## src/rtl/note_lane_renderer_if.sv

```systemverilog
// Control/pixel bundle between the game-control FSM, the note-lane renderer
// and the VGA adapter.
interface note_lane_renderer_if #(
  parameter int LANES = 3
);
  logic             start;
  logic             shift;
  logic             loopMode;
  logic [LANES-1:0] noteIn;
  logic [7:0]       vgaOutX;
  logic [6:0]       vgaOutY;
  logic [2:0]       vgaOutColour;
  logic             vgaPlot;
  logic             busy;
  logic             done;
  logic             overrun;
  logic [LANES-1:0] hitNotes;

  modport master (
    output start, shift, loopMode, noteIn,
    input  vgaOutX, vgaOutY, vgaOutColour, vgaPlot, busy, done, overrun, hitNotes
  );

  modport slave (
    input  start, shift, loopMode, noteIn,
    output vgaOutX, vgaOutY, vgaOutColour, vgaPlot, busy, done, overrun, hitNotes
  );
endinterface

```

## src/rtl/note_lane_renderer.sv

```systemverilog
// Note-highway renderer: LANES x DEPTH scrolling note pattern, painted box by
// box to the VGA adapter at one pixel per cycle on each start request.
module note_lane_renderer #(
  parameter int                     LANES        = 3,
  parameter int                     DEPTH        = 4,
  parameter int                     BOX_W        = 4,
  parameter int                     BOX_H        = 4,
  parameter int                     LANE_PITCH_X = 8,
  parameter int                     SLOT_PITCH_Y = 8,
  parameter int                     ORIGIN_X     = 0,
  parameter int                     ORIGIN_Y     = 80,
  parameter logic [LANES*DEPTH-1:0] INIT         = 12'h842,
  parameter logic [2:0]             COLOUR_ON    = 3'b000,
  parameter logic [2:0]             COLOUR_OFF   = 3'b111
) (
  input logic                 clock,
  input logic                 resetn,
  note_lane_renderer_if.slave bus
);

  localparam int NB = LANES * DEPTH;
  localparam int LW = (LANES > 1) ? $clog2(LANES) : 1;
  localparam int SW = (DEPTH > 1) ? $clog2(DEPTH) : 1;
  localparam int RW = (BOX_H > 1) ? $clog2(BOX_H) : 1;
  localparam int CW = (BOX_W > 1) ? $clog2(BOX_W) : 1;

  typedef enum logic [0:0] {
    IDLE = 1'b0,
    DRAW = 1'b1
  } state_t;

  state_t           state_q,      state_d;
  logic [NB-1:0]    pattern_q,    pattern_d;
  logic             pend_valid_q, pend_valid_d;
  logic             pend_loop_q,  pend_loop_d;
  logic [LANES-1:0] pend_note_q,  pend_note_d;
  logic [LW-1:0]    lane_q,       lane_d;
  logic [SW-1:0]    slot_q,       slot_d;
  logic [RW-1:0]    row_q,        row_d;
  logic [CW-1:0]    col_q,        col_d;
  logic             last_q,       last_d;
  logic [7:0]       x_q,          x_d;
  logic [6:0]       y_q,          y_d;
  logic [2:0]       colour_q,     colour_d;
  logic             plot_q,       plot_d;
  logic             busy_q,       busy_d;
  logic             done_q,       done_d;
  logic             overrun_q,    overrun_d;

  logic             emit_s;
  logic             at_last_s;
  logic [31:0]      pix_idx_s;
  logic [NB-1:0]    pat_sel_s;

  // One-slot scroll of every lane; the top slot takes the old hit slot or a new note.
  function automatic logic [NB-1:0] scroll(input logic [NB-1:0]    pat,
                                           input logic             loop_mode,
                                           input logic [LANES-1:0] notes);
    logic [NB-1:0] nxt;
    nxt = pat;
    for (int l = 0; l < LANES; l++) begin
      for (int k = 0; k < DEPTH - 1; k++) begin
        nxt[l*DEPTH + k] = pat[l*DEPTH + k + 1];
      end
      nxt[l*DEPTH + DEPTH - 1] = loop_mode ? pat[l*DEPTH] : notes[l];
    end
    return nxt;
  endfunction

  assign at_last_s = (lane_q == LW'(LANES - 1)) && (slot_q == SW'(DEPTH - 1)) &&
                     (row_q  == RW'(BOX_H - 1)) && (col_q  == CW'(BOX_W - 1));

  // Next-state logic: scrolling, pending-shift bookkeeping, scan counters and pixel outputs.
  always_comb begin
    state_d      = state_q;
    pattern_d    = pattern_q;
    pend_valid_d = pend_valid_q;
    pend_loop_d  = pend_loop_q;
    pend_note_d  = pend_note_q;
    lane_d       = lane_q;
    slot_d       = slot_q;
    row_d        = row_q;
    col_d        = col_q;
    last_d       = last_q;
    x_d          = x_q;
    y_d          = y_q;
    colour_d     = colour_q;
    plot_d       = 1'b0;
    busy_d       = busy_q;
    done_d       = 1'b0;
    overrun_d    = 1'b0;
    emit_s       = 1'b0;
    pix_idx_s    = 32'd0;
    pat_sel_s    = '0;

    case (state_q)
      IDLE: begin
        // A shift in the same cycle as start lands first so the frame shows it.
        if (bus.shift) begin
          pattern_d = scroll(pattern_q, bus.loopMode, bus.noteIn);
        end else begin
          pattern_d = pattern_q;
        end
        if (bus.start) begin
          state_d = DRAW;
          busy_d  = 1'b1;
          emit_s  = 1'b1;
        end else begin
          state_d = IDLE;
        end
      end
      DRAW: begin
        if (last_q) begin
          state_d = IDLE;
          busy_d  = 1'b0;
          done_d  = 1'b1;
          last_d  = 1'b0;
          if (pend_valid_q) begin
            pattern_d    = scroll(pattern_q, pend_loop_q, pend_note_q);
            pend_valid_d = 1'b0;
            overrun_d    = bus.shift;
          end else if (bus.shift) begin
            pattern_d = scroll(pattern_q, bus.loopMode, bus.noteIn);
          end else begin
            pattern_d = pattern_q;
          end
        end else begin
          emit_s = 1'b1;
          if (bus.shift && pend_valid_q) begin
            overrun_d = 1'b1;
          end else if (bus.shift) begin
            pend_valid_d = 1'b1;
            pend_loop_d  = bus.loopMode;
            pend_note_d  = bus.noteIn;
          end else begin
            pend_valid_d = pend_valid_q;
          end
        end
      end
      default: begin
        state_d = IDLE;
        busy_d  = 1'b0;
      end
    endcase

    // Counters always sit on the next pixel to paint; they wrap to zero after the last one.
    if (emit_s) begin
      plot_d    = 1'b1;
      last_d    = at_last_s;
      pix_idx_s = 32'(lane_q) * 32'(DEPTH) + 32'(slot_q);
      pat_sel_s = pattern_d >> pix_idx_s;
      colour_d  = pat_sel_s[0] ? COLOUR_ON : COLOUR_OFF;
      x_d = 8'(32'(ORIGIN_X) + 32'(lane_q) * 32'(LANE_PITCH_X) + 32'(col_q));
      y_d = 7'(32'(ORIGIN_Y) + (32'(DEPTH - 1) - 32'(slot_q)) * 32'(SLOT_PITCH_Y) + 32'(row_q));
      if (col_q != CW'(BOX_W - 1)) begin
        col_d = col_q + CW'(1);
      end else if (row_q != RW'(BOX_H - 1)) begin
        col_d = '0;
        row_d = row_q + RW'(1);
      end else if (slot_q != SW'(DEPTH - 1)) begin
        col_d  = '0;
        row_d  = '0;
        slot_d = slot_q + SW'(1);
      end else if (lane_q != LW'(LANES - 1)) begin
        col_d  = '0;
        row_d  = '0;
        slot_d = '0;
        lane_d = lane_q + LW'(1);
      end else begin
        col_d  = '0;
        row_d  = '0;
        slot_d = '0;
        lane_d = '0;
      end
    end else begin
      plot_d = 1'b0;
    end
  end

  // State and output registers; resetn low at an edge also aborts a draw in progress.
  always_ff @(posedge clock) begin
    if (!resetn) begin
      state_q      <= IDLE;
      pattern_q    <= INIT;
      pend_valid_q <= 1'b0;
      pend_loop_q  <= 1'b0;
      pend_note_q  <= '0;
      lane_q       <= '0;
      slot_q       <= '0;
      row_q        <= '0;
      col_q        <= '0;
      last_q       <= 1'b0;
      x_q          <= 8'd0;
      y_q          <= 7'd0;
      colour_q     <= 3'd0;
      plot_q       <= 1'b0;
      busy_q       <= 1'b0;
      done_q       <= 1'b0;
      overrun_q    <= 1'b0;
    end else begin
      state_q      <= state_d;
      pattern_q    <= pattern_d;
      pend_valid_q <= pend_valid_d;
      pend_loop_q  <= pend_loop_d;
      pend_note_q  <= pend_note_d;
      lane_q       <= lane_d;
      slot_q       <= slot_d;
      row_q        <= row_d;
      col_q        <= col_d;
      last_q       <= last_d;
      x_q          <= x_d;
      y_q          <= y_d;
      colour_q     <= colour_d;
      plot_q       <= plot_d;
      busy_q       <= busy_d;
      done_q       <= done_d;
      overrun_q    <= overrun_d;
    end
  end

  assign bus.vgaOutX      = x_q;
  assign bus.vgaOutY      = y_q;
  assign bus.vgaOutColour = colour_q;
  assign bus.vgaPlot      = plot_q;
  assign bus.busy         = busy_q;
  assign bus.done         = done_q;
  assign bus.overrun      = overrun_q;

  for (genvar l = 0; l < LANES; l++) begin : g_hit
    assign bus.hitNotes[l] = pattern_q[l*DEPTH];
  end

endmodule

```

## src/flat_wrapper.sv

```systemverilog
// flat-port wrapper written by rule: the top's interface ports become plain ports
module note_lane_renderer_flat 
#(
  parameter int                     LANES        = 3,
  parameter int                     DEPTH        = 4,
  parameter int                     BOX_W        = 4,
  parameter int                     BOX_H        = 4,
  parameter int                     LANE_PITCH_X = 8,
  parameter int                     SLOT_PITCH_Y = 8,
  parameter int                     ORIGIN_X     = 0,
  parameter int                     ORIGIN_Y     = 80,
  parameter logic [LANES*DEPTH-1:0] INIT         = 12'h842,
  parameter logic [2:0]             COLOUR_ON    = 3'b000,
  parameter logic [2:0]             COLOUR_OFF   = 3'b111
)
  (clock, resetn, bus_start, bus_shift, bus_loopMode, bus_noteIn, bus_vgaOutX, bus_vgaOutY, bus_vgaOutColour, bus_vgaPlot, bus_busy, bus_done, bus_overrun, bus_hitNotes);
  note_lane_renderer_if #(.LANES(LANES)) bus_i ();
  input logic clock;
  input logic resetn;
  input wire logic [$bits(bus_i.start)-1:0] bus_start;
  input wire logic [$bits(bus_i.shift)-1:0] bus_shift;
  input wire logic [$bits(bus_i.loopMode)-1:0] bus_loopMode;
  input wire logic [$bits(bus_i.noteIn)-1:0] bus_noteIn;
  output wire logic [$bits(bus_i.vgaOutX)-1:0] bus_vgaOutX;
  output wire logic [$bits(bus_i.vgaOutY)-1:0] bus_vgaOutY;
  output wire logic [$bits(bus_i.vgaOutColour)-1:0] bus_vgaOutColour;
  output wire logic [$bits(bus_i.vgaPlot)-1:0] bus_vgaPlot;
  output wire logic [$bits(bus_i.busy)-1:0] bus_busy;
  output wire logic [$bits(bus_i.done)-1:0] bus_done;
  output wire logic [$bits(bus_i.overrun)-1:0] bus_overrun;
  output wire logic [$bits(bus_i.hitNotes)-1:0] bus_hitNotes;
  assign bus_i.start = bus_start;
  assign bus_i.shift = bus_shift;
  assign bus_i.loopMode = bus_loopMode;
  assign bus_i.noteIn = bus_noteIn;
  assign bus_vgaOutX = bus_i.vgaOutX;
  assign bus_vgaOutY = bus_i.vgaOutY;
  assign bus_vgaOutColour = bus_i.vgaOutColour;
  assign bus_vgaPlot = bus_i.vgaPlot;
  assign bus_busy = bus_i.busy;
  assign bus_done = bus_i.done;
  assign bus_overrun = bus_i.overrun;
  assign bus_hitNotes = bus_i.hitNotes;
  note_lane_renderer #(.LANES(LANES), .DEPTH(DEPTH), .BOX_W(BOX_W), .BOX_H(BOX_H), .LANE_PITCH_X(LANE_PITCH_X), .SLOT_PITCH_Y(SLOT_PITCH_Y), .ORIGIN_X(ORIGIN_X), .ORIGIN_Y(ORIGIN_Y), .INIT(INIT), .COLOUR_ON(COLOUR_ON), .COLOUR_OFF(COLOUR_OFF)) u_core (.clock(clock), .resetn(resetn), .bus(bus_i));
endmodule
```

## config.mk

```make
export PLATFORM = sky130hd
export DESIGN_NAME = note_lane_renderer_flat
export DESIGN_NICKNAME = d
export VERILOG_FILES = /design/src/rtl/note_lane_renderer_if.sv /design/src/rtl/note_lane_renderer.sv /design/src/flat_wrapper.sv
export SDC_FILE = /design/constraint.sdc
export NUM_CORES = 1
export LEC_CHECK = 0
export CORE_ASPECT_RATIO = 1.2
export CORE_MARGIN = 2
export CORE_UTILIZATION = 28
export CTS_CLUSTER_DIAMETER = 30
export DETAILED_ROUTE_END_ITERATION = 16
export PLACE_DENSITY_LB_ADDON = 0.3
export SLEW_MARGIN = 20
export SYNTH_ARGS = -nofsm -noshare
export SYNTH_HDL_FRONTEND = slang
export SYNTH_SLANG_ARGS = --single-unit
```

## constraint.sdc

```tcl
create_clock -name clock -period 2 [get_ports clock]
set_input_delay 0.2 -clock clock [delete_from_list [all_inputs] [get_ports clock]]
set_output_delay 0.2 -clock clock [all_outputs]
set_load 0.03 [all_outputs]
```

==> results by group <==
Layout
  • P&R area growth vs syn: 23.6%
  • Diodes inserted: 0
  • Post-Layout Cell Count: 329
  • Nets@finish: 252
  • Layout cells sized above 1: 15.3%
  • # fillers: just over 700

Setup path
  • CP max FO: 5
  • Crit path DAT: around 2100 ps
  • CP Capture Type: flip-flop
  • Critical path data required time: 2240 ps
  • Crit Path Class: reg2reg
  • Crit path launch type: flip-flop

Detailed routing
  • DR vias/cell: 4.65
  • Max Used Layer: met4
  • DR pass1 iterations: 4
  • Met3 routed WL: roughly 130 um
  • Number of remaining DRC errors: 0
  • Met1 WL: 2010 um
  • DR vias: 1530
  • Metal2 WL: around 2000 um
  • Initial DRC Count: 88
  • Post-route ant nets: 0
  • Post-Route WL: between 4000 and 5000 um
  • Wire per inst: 12.9 um

Clock tree
  • Clock buffer depth: 2
  • Clock-pin slew on the worst setup and hold paths: approximately 80 ps
  • Worst-Skew Late Latency: around 290 ps
  • Clock Tree Root: clkbuf_8
  • Clock sink count: 41
  • Postcts setup bufs: 0
  • CTS tree: yes
  • TritonCTS buffer count: 5
  • CTS hold repair buffers: 0
  • H-tree Lvls: 2

Synth
  • Ys Warns: 0
  • Register area share after synthesis: a little over two fifths
  • Cells after Synth: about 210
  • Mapped cell area: around 1900 um2
  • Number of synthesized flops with an enable pin: 0
  • Synth async-reset ratio: 0%
  • Synth Flop Type: dfxtp_1
  • Register bit total from synthesis: 41
  • Synth Area per Inst: about 9.1 um2
  • Unique masters post-synth: 43

Hold path
  • Hold Crit Class: reg2reg

Floorplan
  • Core area: between 6000 and 7000 um2
  • Io pins: 33
  • Die ar.: around 7600 um2
  • Die X-Extent: around 80 um
  • Rows: 33
  • Chip Height: 94.9 um
  • Initial core utilization: roughly 28%

Global route
  • First-pass GRT wire length: around 7100 um
  • Number of global-route vias before repair: about 1.5k
  • Largest net degree at the start of global routing: 16
  • Initial antenna violation count: 0
  • Remaining global-route overflow: 0
  • Total track usage: between 10% and 20%

Power and ir drop
  • Max VDD drop: about 0.4 mV
  • Cell Pwr Density: roughly 770 nW/um2
  • Switching Fraction: between 20% and 30%
  • Pwr Total: ~1.8 mW
  • Cell leakage power: 0.898 nW
  • Clock power frac: 32.8%
  • Int Pwr: 1.32 mW
  • Comb pwr share: a little under a fifth
  • Reg power frac: 49.1%
  • Switching pwr: 0.515 mW

STA
  • Max Freq: 543 MHz
  • Worst-Margin Slew: ~520 ps
  • Max-slew violations: 0
  • Final Skew: roughly 4.7 ps
  • RSZ-0062 raised after global routing: false
  • Tmin final: 1840 ps
  • Final setup viols: 0
  • Period utilisation layout: 92.1%
  • Relative slew slack: between 60% and 70%
  • Final hold violation count: 0

Placed design
  • IO Port Bufs: 27
  • Placer congestion estimate: between 0.8 and 0.9
  • DP Cell Count: between 300 and 400
  • Hpwl dp: ~3000 um

Run
  • Max-cap violations: 0

Outcome
  • Outcome: finished clean
## what timing repair did
action                                 in CTS  in global routing
endpoints found under the hold margin       0                  0
resized for setup                           0                  4
setup endpoints to repair                   0                  1
## kinds of logic after synthesis
logic type	share of synthesized area, %
adders and majority gates	1.95
muxes	11.9
AOI/OAI and AO/OA	14.0
DFF	42.5
buffers and inverters	7.98
other	0.194
and+or+nand+nor	21.5
## cell type report
class | instances | area (um2) | area share (%)
inverter | 2 | 7.51 | 0.315
tap | 87 | 109 | 4.56
clock inverter | 1 | 5.00 | 0.210
timing repair buffer | 40 | 368 | 15.4
multi-input combinational | 151 | 976 | 40.9
clock buffer | 7 | 96.3 | 4.04
sequential | 41 | 823 | 34.5
## synthesized netlist by cell type, drive strengths merged (2+ instances only)
| cell type | n | share of area (%) |
|---|---|---|
| nor3 | 5 | 1.3 |
| clkbuf | 7 | 1.4 |
| mux2i | 12 | 6.2 |
| buf | 15 | 6.2 |
| a211o | 3 | 1.4 |
| inv | 2 | 0.39 |
| o21ai | 4 | 1.0 |
| mux2 | 9 | 5.6 |
| a2111oi | 2 | 1.9 |
| o221ai | 4 | 2.1 |
| nand3 | 7 | 2.5 |
| or4 | 2 | 0.78 |
| ha | 3 | 1.9 |
| o211ai | 2 | 0.78 |
| nor2 | 28 | 5.8 |
| dfxtp | 41 | 43 |
| nand2 | 27 | 5.3 |
| nor2b | 5 | 1.6 |
| a21oi | 19 | 5.5 |
| and2 | 3 | 0.97 |
## per-layer routing
layer / vias up / global-route usage (%)
li1: 784 / -
met5: - / 0
met3: 7 / 2.87
met4: 0 / 4.66
met1: 716 / 14.5
met2: 23 / 20.3
## power groups by stage
stage	Clock (mW)	Combinational (mW)	Sequential [mW]
after floorplan	0	0.216	0.936
after global placement	0	0.331	0.919
after detailed placement	0	0.331	0.920
after CTS	0.619	0.334	0.901
after global routing	0.651	0.362	0.909
final	0.603	0.333	0.900
## sequential cells by signal, summed over array words and instances (netlist names)
signal                   count
u_core.pend_note_q           3
u_core.pend_loop_q           1
u_core.bus.vgaOutColour      1
u_core.bus.done              1
u_core.bus.vgaOutY           6
u_core.bus.vgaPlot           1
u_core.row_q                 2
u_core.bus.vgaOutX           4
u_core.slot_q                2
u_core.pattern_q            12
u_core.col_q                 2
u_core.last_q                1
u_core.bus.overrun           1
u_core.bus.busy              1
u_core.lane_q                2
u_core.pend_valid_q          1
## layout by cell type (no fill, tap or decap), drive strengths merged, types with 4 or more instances in the layout
| cell | instances |
|---|---|
| clkdlybuf4s50 | 27 |
| mux2i | 12 |
| nor2 | 28 |
| o221ai | 4 |
| buf | 13 |
| nor2b | 5 |
| o21ai | 4 |
| nor3 | 5 |
| a21oi | 19 |
| nand2 | 27 |
| clkbuf | 7 |
| mux2 | 9 |
| dfxtp | 41 |
| nand3 | 7 |
| conb | 5 |
## path summary, 6_finish.rpt
| path | from | to | slack (ps) | cells past startpoint |
|---|---|---|---|---|
| min | u_core.bus.vgaOutY[0] | u_core.bus.vgaOutY[0] | 460 | 2 |
| min reg2reg | u_core.bus.vgaOutY[0] | u_core.bus.vgaOutY[0] | 460 | 2 |
| max | u_core.last_q | u_core.bus.vgaOutColour[1] | 160 | 7 |
| max reg2reg | u_core.last_q | u_core.bus.vgaOutColour[1] | 160 | 7 |
## worst max-delay path: stages (launching register included)
cell and delay, ps:
dfxtp_2 360, and2b_4 220, nor2_4 180, buf_4 160, mux2_4 320, a2111oi_4 300, o221ai_2 140, nand4b_1 100
## stage by stage
| step | setup WS, ps | area, um2 | hold slack, ps | setup TNS [ps] | utilization (%) |
|---|---|---|---|---|---|
| after global routing | 25.1 | 2380 | 482 | 0 | 35.2 |
| after global placement | -29.4 | 2270 | 445 | -29.4 | 33.6 |
| after CTS | 112 | 2380 | 459 | 0 | 35.1 |
| final | 157 | 2380 | 456 | 0 | 35.2 |
| after floorplan | 49.2 | 1940 | 314 | 0 | - |
| after detailed placement | -34.5 | 2270 | 447 | -34.5 | 33.6 |
Note: power is estimated with default switching activity, not from simulation.
